--- src/rtl/fir_pkg.sv ---
// Shared constants and helpers for the FIR filter core and its adder tree.
package fir_pkg;

  // Adder-structure selectors for the TYPE parameter.
  localparam string TypeNormal = "NORMAL";
  localparam string TypeTree   = "TREE";

  // Full-precision output width: product width plus growth for N+1 terms, with headroom.
  function automatic int unsigned fir_width_y(input int unsigned width_x,
                                              input int unsigned width_b,
                                              input int unsigned n);
    return width_x + width_b + n + 1;
  endfunction

  // Width of a single signed sample-by-coefficient product.
  function automatic int unsigned fir_width_p(input int unsigned width_x,
                                              input int unsigned width_b);
    return width_x + width_b;
  endfunction

endpackage

--- src/rtl/fir_adder_tree.sv ---
// Balanced binary adder tree over COUNT packed operands of WIDTH bits each.
// Two's-complement addition is width-preserving, so signed operands sum correctly
// as long as WIDTH already has room for the full result.
module fir_adder_tree
  import fir_pkg::*;
#(
  parameter int unsigned COUNT = 2,
  parameter int unsigned WIDTH = 8
) (
  input  logic [COUNT*WIDTH-1:0] operands,
  output logic [WIDTH-1:0]       sum
);

  if (COUNT == 1) begin : g_leaf
    assign sum = operands;
  end else begin : g_split
    // Lower half gets the smaller share when COUNT is odd.
    localparam int unsigned COUNT_LO = COUNT / 2;
    localparam int unsigned COUNT_HI = COUNT - COUNT_LO;

    logic [WIDTH-1:0] sum_lo;
    logic [WIDTH-1:0] sum_hi;

    fir_adder_tree #(
      .COUNT(COUNT_LO),
      .WIDTH(WIDTH)
    ) u_lo (
      .operands(operands[COUNT_LO*WIDTH-1:0]),
      .sum     (sum_lo)
    );

    fir_adder_tree #(
      .COUNT(COUNT_HI),
      .WIDTH(WIDTH)
    ) u_hi (
      .operands(operands[COUNT*WIDTH-1:COUNT_LO*WIDTH]),
      .sum     (sum_hi)
    );

    assign sum = sum_lo + sum_hi;
  end

endmodule

--- src/rtl/fir_filter_core.sv ---
// Direct-form FIR filter, N+1 taps with constant signed coefficients B.
// Tap 0 is the live input, so y responds to x in the same cycle.
module fir_filter_core
  import fir_pkg::*;
#(
  parameter int unsigned         N       = 3,
  parameter string               TYPE    = TypeNormal,
  parameter int unsigned         WIDTH_X = 4,
  parameter int unsigned         WIDTH_B = 4,
  parameter logic [WIDTH_B-1:0]  B [N+1] = '{4'd1, 4'd2, 4'd3, 4'd4},
  localparam int unsigned        WIDTH_Y = fir_width_y(WIDTH_X, WIDTH_B, N)
) (
  input  logic                      clk,
  input  logic                      rstn,
  input  logic signed [WIDTH_X-1:0] x,
  output logic signed [WIDTH_Y-1:0] y
);

  localparam int unsigned WIDTH_P = fir_width_p(WIDTH_X, WIDTH_B);
  // Keep the register array non-empty when N=0; it is then tied off and unused.
  localparam int unsigned DEPTH   = (N > 0) ? N : 1;

  // z_q[i] holds x delayed by i+1 cycles.
  logic signed [WIDTH_X-1:0] z_q   [DEPTH];
  logic signed [WIDTH_X-1:0] taps  [N+1];
  logic signed [WIDTH_Y-1:0] prods [N+1];

  if (N > 0) begin : g_delay
    // Delay line: shift one sample per clock, cleared asynchronously.
    always_ff @(posedge clk or negedge rstn) begin
      if (!rstn) begin
        for (int i = 0; i < int'(N); i++) z_q[i] <= '0;
      end else begin
        z_q[0] <= x;
        for (int i = 1; i < int'(N); i++) z_q[i] <= z_q[i-1];
      end
    end
  end else begin : g_no_delay
    assign z_q[0] = '0;
  end

  // Tap selection and exact signed products, sign-extended to the output width.
  always_comb begin
    taps[0] = x;
    for (int i = 1; i <= int'(N); i++) taps[i] = z_q[i-1];
    for (int i = 0; i <= int'(N); i++) begin
      prods[i] = WIDTH_Y'(WIDTH_P'(taps[i]) * WIDTH_P'($signed(B[i])));
    end
  end

  if (TYPE == TypeTree) begin : g_tree
    logic [(N+1)*WIDTH_Y-1:0] flat;
    logic [WIDTH_Y-1:0]       tree_sum;

    for (genvar i = 0; i <= N; i++) begin : g_pack
      assign flat[i*WIDTH_Y +: WIDTH_Y] = prods[i];
    end

    fir_adder_tree #(
      .COUNT(N + 1),
      .WIDTH(WIDTH_Y)
    ) u_tree (
      .operands(flat),
      .sum     (tree_sum)
    );

    assign y = $signed(tree_sum);
  end else if (TYPE == TypeNormal) begin : g_chain
    logic signed [WIDTH_Y-1:0] acc;

    // Linear accumulate chain over all taps.
    always_comb begin
      acc = '0;
      for (int i = 0; i <= int'(N); i++) acc = acc + prods[i];
    end

    assign y = acc;
  end else begin : g_bad_type
    $error("fir_filter_core: unsupported TYPE %s", TYPE);
    assign y = '0;
  end

endmodule

--- config.mk ---
export PLATFORM = sky130hd
export DESIGN_NAME = fir_filter_core
export DESIGN_NICKNAME = d
export VERILOG_FILES = /design/src/rtl/fir_pkg.sv /design/src/rtl/fir_adder_tree.sv /design/src/rtl/fir_filter_core.sv
export SDC_FILE = /design/constraint.sdc
export NUM_CORES = 1
export LEC_CHECK = 0
export ABC_AREA = 1
export ABC_CLOCK_PERIOD_IN_PS = 5450
export BUFFER_PORTS_ARGS = -buffer_cell sky130_fd_sc_hd__buf_2
export CAP_MARGIN = 30
export CORE_MARGIN = 2
export CORE_UTILIZATION = 45
export DETAILED_ROUTE_END_ITERATION = 16
export PLACE_DENSITY = 0.66
export SYNTH_ARGS = -nofsm -noshare
export SYNTH_HDL_FRONTEND = slang
export SYNTH_SLANG_ARGS = --single-unit
--- constraint.sdc ---
create_clock -name clk -period 5.45 [get_ports clk]
set_input_delay 1.09 -clock clk [delete_from_list [all_inputs] [get_ports clk]]
set_output_delay 1.09 -clock clk [all_outputs]
set_load 0.005 [all_outputs]
==> results.py, run 1 <==
metrics = {
    "clocking": {
        "cts_setup_buffers": 0,
        "ctsRootBufferMaster": "clkbuf_4",
        "cts_tree": "built",
        "holdBufCountCts": 0,
        "cts.sinks": 12,
        "htreeDepth": 1,
        "cts_max_path_buffers": 2,
        "cts_buffers": 3,
        "clock_latency_ns": 0.27,
        "cts.clk_slew.worst_paths_ns": 0.07,
        "cts_resized": 0,
    },
    "floorplanning": {
        "rows": 17,
        "die_h_um": 52.6,
        "die_w_um": 52.6,
        "start_util_pct": 48.0,
        "io_pins": 18,
        "core_um2": 2210,
        "die-area_um2": 2760,
    },
    "timing": {
        "setup_viol": 0,
        "max_freq_mhz": 201,
        "maxSlewViolCount": 0,
        "post-route-min-period_ns": 4.96,
        "post-route-period-util_pct": 91.1,
        "rsz0062_at_grt": "no",
        "fin_skew_ns": 0.00436,
        "slew_headroom_pct": 77.0,
        "worst_slew_pin_slew_ns": 0.341,
        "setup_tns_ns": 0,
        "hold_viol_final": 0,
    },
    "synth": {
        "synth.net_count": 147,
        "synth.distinct_cells": 18,
        "synth_warnings": 0,
        "yosysTopAreaCell": "dfrtp_1",
        "synth_top_area_share_pct": 28.3,
        "syn_area_um2": 1060,
        "postSynthCellCount": 116,
        "synthTopCellsByArea": "dfrtp_1 (28%), ha_1 (20%), fa_1 (15%), nand2_1 (9.9%), inv_1 (7.4%)",
        "synth-seq-area-share_pct": 28.3,
        "synth_seq_cells": 12,
        "synth.avg_cell_area_um2": 9.15,
    },
    "route": {
        "drtIter0Drc": 2,
        "drt-vias-per-instance": 4.73,
        "drc": 0,
        "routed_wl_um": 1660,
        "vias": 776,
        "wl_per_cell_um": 10.1,
        "drtAntennaViolNets": 0,
        "firstDrtPassIters": 3,
    },
    "global_route": {
        "grt_usage_pct": 14.9,
        "grt_pass1_wl_um": 2950,
        "grt_overflow": 0,
        "grt_pass1_vias": 760,
        "antenna_found_initial": 0,
        "grt_max_degree": 13,
    },
    "setup_path": {
        "crit_arrival_ns": 3.87,
        "worstPathMaxFanout": 6,
        "path_class": "in -> out",
        "cp-start-kind": "input pin",
        "worst-endpoint-required_ns": 4.36,
        "cp-end-kind": "output port",
    },
    "layout": {
        "layout-drive-gt1-share_pct": 21.3,
        "nets": 169,
        "stdcell_count": 164,
        "finalInstanceArea_um2": 1200,
        "largest_reg_flops": 12,
        "nFillCells": 225,
        "syn2layout_area_growth_pct": 13.4,
        "diodes": 0,
    },
    "flow_run": {
        "maxCapViolCount": 0,
    },
    "status": {
        "status": "finished clean",
    },
    "hold_path": {
        "hold_path.class": "reg -> reg",
    },
    "placement": {
        "numPlacedInstances": 161,
        "port_buffers": 17,
        "place_hpwl_um": 1480,
        "placed_cell_area_um2": 1180,
        "place.gp.congestion": 0.709,
    },
    "power_and_ir_drop": {
        "power.leakage_nw": 0.688,
        "power_mw": 0.422,
        "p_per_area_nw_per_um2": 351,
        "peakVddDrop_v": 0.000271,
    },
}
[metrics by stage]
step / util, % / hold slack, ns / setup slack (ns)
6_report: 54.4 / 0.384 / 0.486
5_1_grt: 54.4 / 0.395 / 0.179
4_1_cts: 54.4 / 0.385 / 0.461
3_5_place_dp: 53.4 / 0.370 / 0.462
3_3_place_gp: 53.4 / 0.366 / 0.567
2_1_floorplan: - / 0.357 / 0.933
[synth_stat cells, drive strengths merged]
cell    number
dfrtp       12
nand3b       1
a21oi        3
nor3         1
nand3        6
xor2         5
xnor2        1
nand4        1
inv         21
ha          17
nand2       32
fa           8
o21ai        1
or2          1
nor2         6
[where the power goes]
group / switching [mW] / total (mW) / internal (mW)
Clock: 0.0260 / 0.0516 / 0.0255
Combinational: 0.149 / 0.274 / 0.125
Sequential: 0.00346 / 0.0970 / 0.0936
[logic make-up (layout without fill, tap and decap cells)]
kind of cell    after synthesis  in the layout  synth area share, %
compound gates                4              4                 2.24
simple gates                 48             48                 21.9
flops                        12             12                 28.3
xor+xnor                      6              6                 4.95
buf+inv                      21             41                 7.43
fa+ha+maj                    25             25                 35.1
[critical path, stage by stage]
cell	delay [ns]
buf_2	0.11
ha_1	0.23
fa_1	0.42
nand2_1	0.08
nand2_1	0.05
o21ai_0	0.29
inv_1	0.10
fa_1	0.48
inv_1	0.05
ha_1	0.38
a21oi_2	0.19
nand2_1	0.07
nand2_1	0.06
nand2_1	0.06
nor2_1	0.10
buf_2	0.11
[area by class of cell]
cell class / count / area [um2] / area share, %
well taps: 28 / 35.0 / 2.91
repair buffers: 17 / 85.1 / 7.07
multi-input cells: 83 / 682 / 56.7
clock buffers: 3 / 22.5 / 1.87
inverters: 21 / 78.8 / 6.55
flip-flops and latches: 12 / 300 / 24.9
[metal layers]
metal	up-vias	wire [um]	global-route usage, %
met5	-	0	0
met4	0	46	7.69
met1	347	691	16.6
met3	4	56	0.857
li1	409	-	-
met2	16	862	27.9
[path summary, 6_finish.rpt]
kind                                            to                from  slack, ns  cells after the start
max in group asynchronous        taps[9]$_DFF_PN0_                rstn       4.56                      1
worst max-delay path                          y[9]                x[1]       0.49                     16
worst min register to register   taps[7]$_DFF_PN0_  taps[11]$_DFF_PN0_       0.38                      0
worst max register to register   taps[3]$_DFF_PN0_   taps[7]$_DFF_PN0_       4.89                      0
min in group asynchronous       taps[11]$_DFF_PN0_                rstn       0.68                      1
worst min-delay path             taps[7]$_DFF_PN0_  taps[11]$_DFF_PN0_       0.38                      0
[cells in the final DEF (no fill, tap or decap), types with 2 or more instances in the layout]
| master | instances |
|---|---|
| a21oi_1 | 2 |
| buf_2 | 17 |
| clkbuf_4 | 3 |
| dfrtp_1 | 12 |
| fa_1 | 8 |
| ha_1 | 17 |
| inv_1 | 21 |
| nand2_1 | 28 |
| nand2_2 | 4 |
| nand3_1 | 5 |
| nor2_1 | 6 |
| xor2_1 | 5 |
Note: power is estimated with default switching activity, not from simulation.
==> run 2: changes to the inputs <==
--- a/config.mk
+++ b/config.mk
@@ -10,9 +10,8 @@
 export BUFFER_PORTS_ARGS = -buffer_cell sky130_fd_sc_hd__buf_2
 export CAP_MARGIN = 30
 export CORE_MARGIN = 2
-export CORE_UTILIZATION = 45
+export CORE_UTILIZATION = 35
 export DETAILED_ROUTE_END_ITERATION = 16
-export PLACE_DENSITY = 0.66
 export SYNTH_ARGS = -nofsm -noshare
 export SYNTH_HDL_FRONTEND = slang
 export SYNTH_SLANG_ARGS = --single-unit
==> results.py, run 2 (synthesis gave the netlist of run 1 again) <==
metrics = {
    "global_route": {
        "grt_usage_pct": 11.3,
        "grt_max_degree": 13,
        "grt_pass1_vias": 800,
        "grt_overflow": 0,
        "grt_pass1_wl_um": 3090,
        "antenna_found_initial": 0,
    },
    "setup_path": {
        "cp-start-kind": "input pin",
        "worst-endpoint-required_ns": 4.36,
        "crit_path_cell_trace": "buf_2 -> ha_1 -> fa_1 -> nand2_1 -> nand2_1 -> o21ai_0 -> inv_1 -> fa_1 -> inv_1 -> ha_1 -> a21oi_2 -> nand2_1 -> nand2_1 -> nand2_1 -> nor2_1 -> buf_2",
        "max_stage_delay_ns": 0.50,
        "crit_top_cell": "nand2_1",
        "worstPathMaxFanout": 6,
        "crit_arrival_ns": 3.86,
        "path_class": "in -> out",
        "cp-end-kind": "output port",
        "crit_family": "adder cells",
        "path_buf_inv": 4,
        "slowest_stage": "fa_1",
    },
    "route": {
        "drc": 0,
        "drtIter0Drc": 8,
        "routed_wl_um": 1680,
        "firstDrtPassIters": 4,
        "vias": 769,
        "drt-vias-per-instance": 4.58,
        "wl_per_cell_um": 10.0,
        "drtAntennaViolNets": 0,
    },
    "power_and_ir_drop": {
        "peakVddDrop_v": 0.000166,
        "power.leakage_nw": 0.695,
        "p_per_area_nw_per_um2": 361,
    },
    "clocking": {
        "holdBufCountCts": 0,
        "cts.sinks": 12,
        "cts_buffers": 3,
        "clock_latency_ns": 0.28,
        "cts_tree": "built",
        "htreeDepth": 1,
        "cts_max_path_buffers": 2,
        "ctsRootBufferMaster": "clkbuf_4",
        "cts_setup_buffers": 0,
        "cts_resized": 0,
        "cts.clk_slew.worst_paths_ns": 0.08,
    },
    "placement": {
        "place.gp.congestion": 0.715,
        "pre_cts_ws_ns": 0.507,
        "place_hpwl_um": 1480,
        "port_buffers": 17,
        "numPlacedInstances": 164,
    },
    "floorplanning": {
        "die_w_um": 59.1,
        "core_um2": 2830,
        "die-area_um2": 3490,
        "io_pins": 18,
        "start_util_pct": 37.5,
        "rows": 19,
        "die_h_um": 59.1,
    },
    "layout": {
        "layout-drive-gt1-share_pct": 21.9,
        "final_core_util_pct": 43.2,
        "stdcell_count": 168,
        "nFillCells": 297,
        "syn2layout_area_growth_pct": 15.1,
        "nets": 169,
        "multi_input_area_um2": 682,
        "final_cell_mix": "nand2_1 (28), inv_1 (21), ha_1 (17), buf_2 (17), dfrtp_1 (12)",
        "diodes": 0,
        "largest_reg_flops": 12,
        "regArea_um2": 300,
        "mostFrequentLayoutCell": "nand2_1",
    },
    "timing": {
        "post-route-period-util_pct": 90.9,
        "rsz0062_at_grt": "no",
        "post-route-min-period_ns": 4.95,
        "max_freq_mhz": 202,
        "setup_tns_ns": 0,
        "setup_viol": 0,
        "fin_skew_ns": 0.00824,
        "fin_ws_ns": 0.498,
        "maxSlewViolCount": 0,
        "slew_headroom_pct": 78.1,
        "worst_slew_pin_slew_ns": 0.325,
        "hold_viol_final": 0,
    },
    "status": {
        "status": "finished clean",
    },
    "flow_run": {
        "maxCapViolCount": 0,
    },
    "hold_path": {
        "hold_path.class": "reg -> reg",
    },
}
run 2: cell count changes in the layout (fill, tap and decap cells not counted), sizes merged:
cell	delta
clkbuf	+1
run 2: metrics by stage:
step	cell area (um2)	hold WS (ns)	total power, mW
3_3_place_gp	1180	0.366	0.372
3_5_place_dp	1180	0.367	0.377
6_report	1220	0.389	0.441
4_1_cts	1220	0.386	0.450
5_1_grt	1220	0.405	0.490
2_1_floorplan	1060	0.357	0.295
run 2: metal layers:
metal | wire (um) | GRT usage, % | share of wire [%]
met1 | 812 | 14.0 | 48
met2 | 795 | 20.2 | 47
met3 | 47 | 0.655 | 2.8
met4 | 27 | 4.87 | 1.6
met5 | 0 | 0 | 0
run 2: final cells by class:
class | instances | area share (%)
clock buffers | 4 | 2.97
inverters | 21 | 6.45
multi-input cells | 83 | 55.8
flip-flops and latches | 12 | 24.6
well taps | 31 | 3.18
repair buffers | 17 | 6.97
run 2: final timing paths:
path / slack, ns / from / to / cells past startpoint
hold reg to reg: 0.39 / taps[11]$_DFF_PN0_ / taps[7]$_DFF_PN0_ / 0
setup reg to reg: 4.89 / taps[7]$_DFF_PN0_ / taps[3]$_DFF_PN0_ / 0
hold / removal: 0.39 / taps[11]$_DFF_PN0_ / taps[7]$_DFF_PN0_ / 0
min in group asynchronous: 0.67 / rstn / taps[11]$_DFF_PN0_ / 1
max in group asynchronous: 4.56 / rstn / taps[4]$_DFF_PN0_ / 1
setup / recovery: 0.50 / x[1] / y[11] / 16
run 2: power by group:
part / switching, mW / internal [mW] / total [mW] / leakage [nW]
clock: 0.0303 / 0.0407 / 0.0710 / 0.0210
combinational: 0.148 / 0.126 / 0.274 / 0.534
sequential: 0.00340 / 0.0935 / 0.0969 / 0.140
total: 0.182 / 0.260 / 0.441 / 0.695
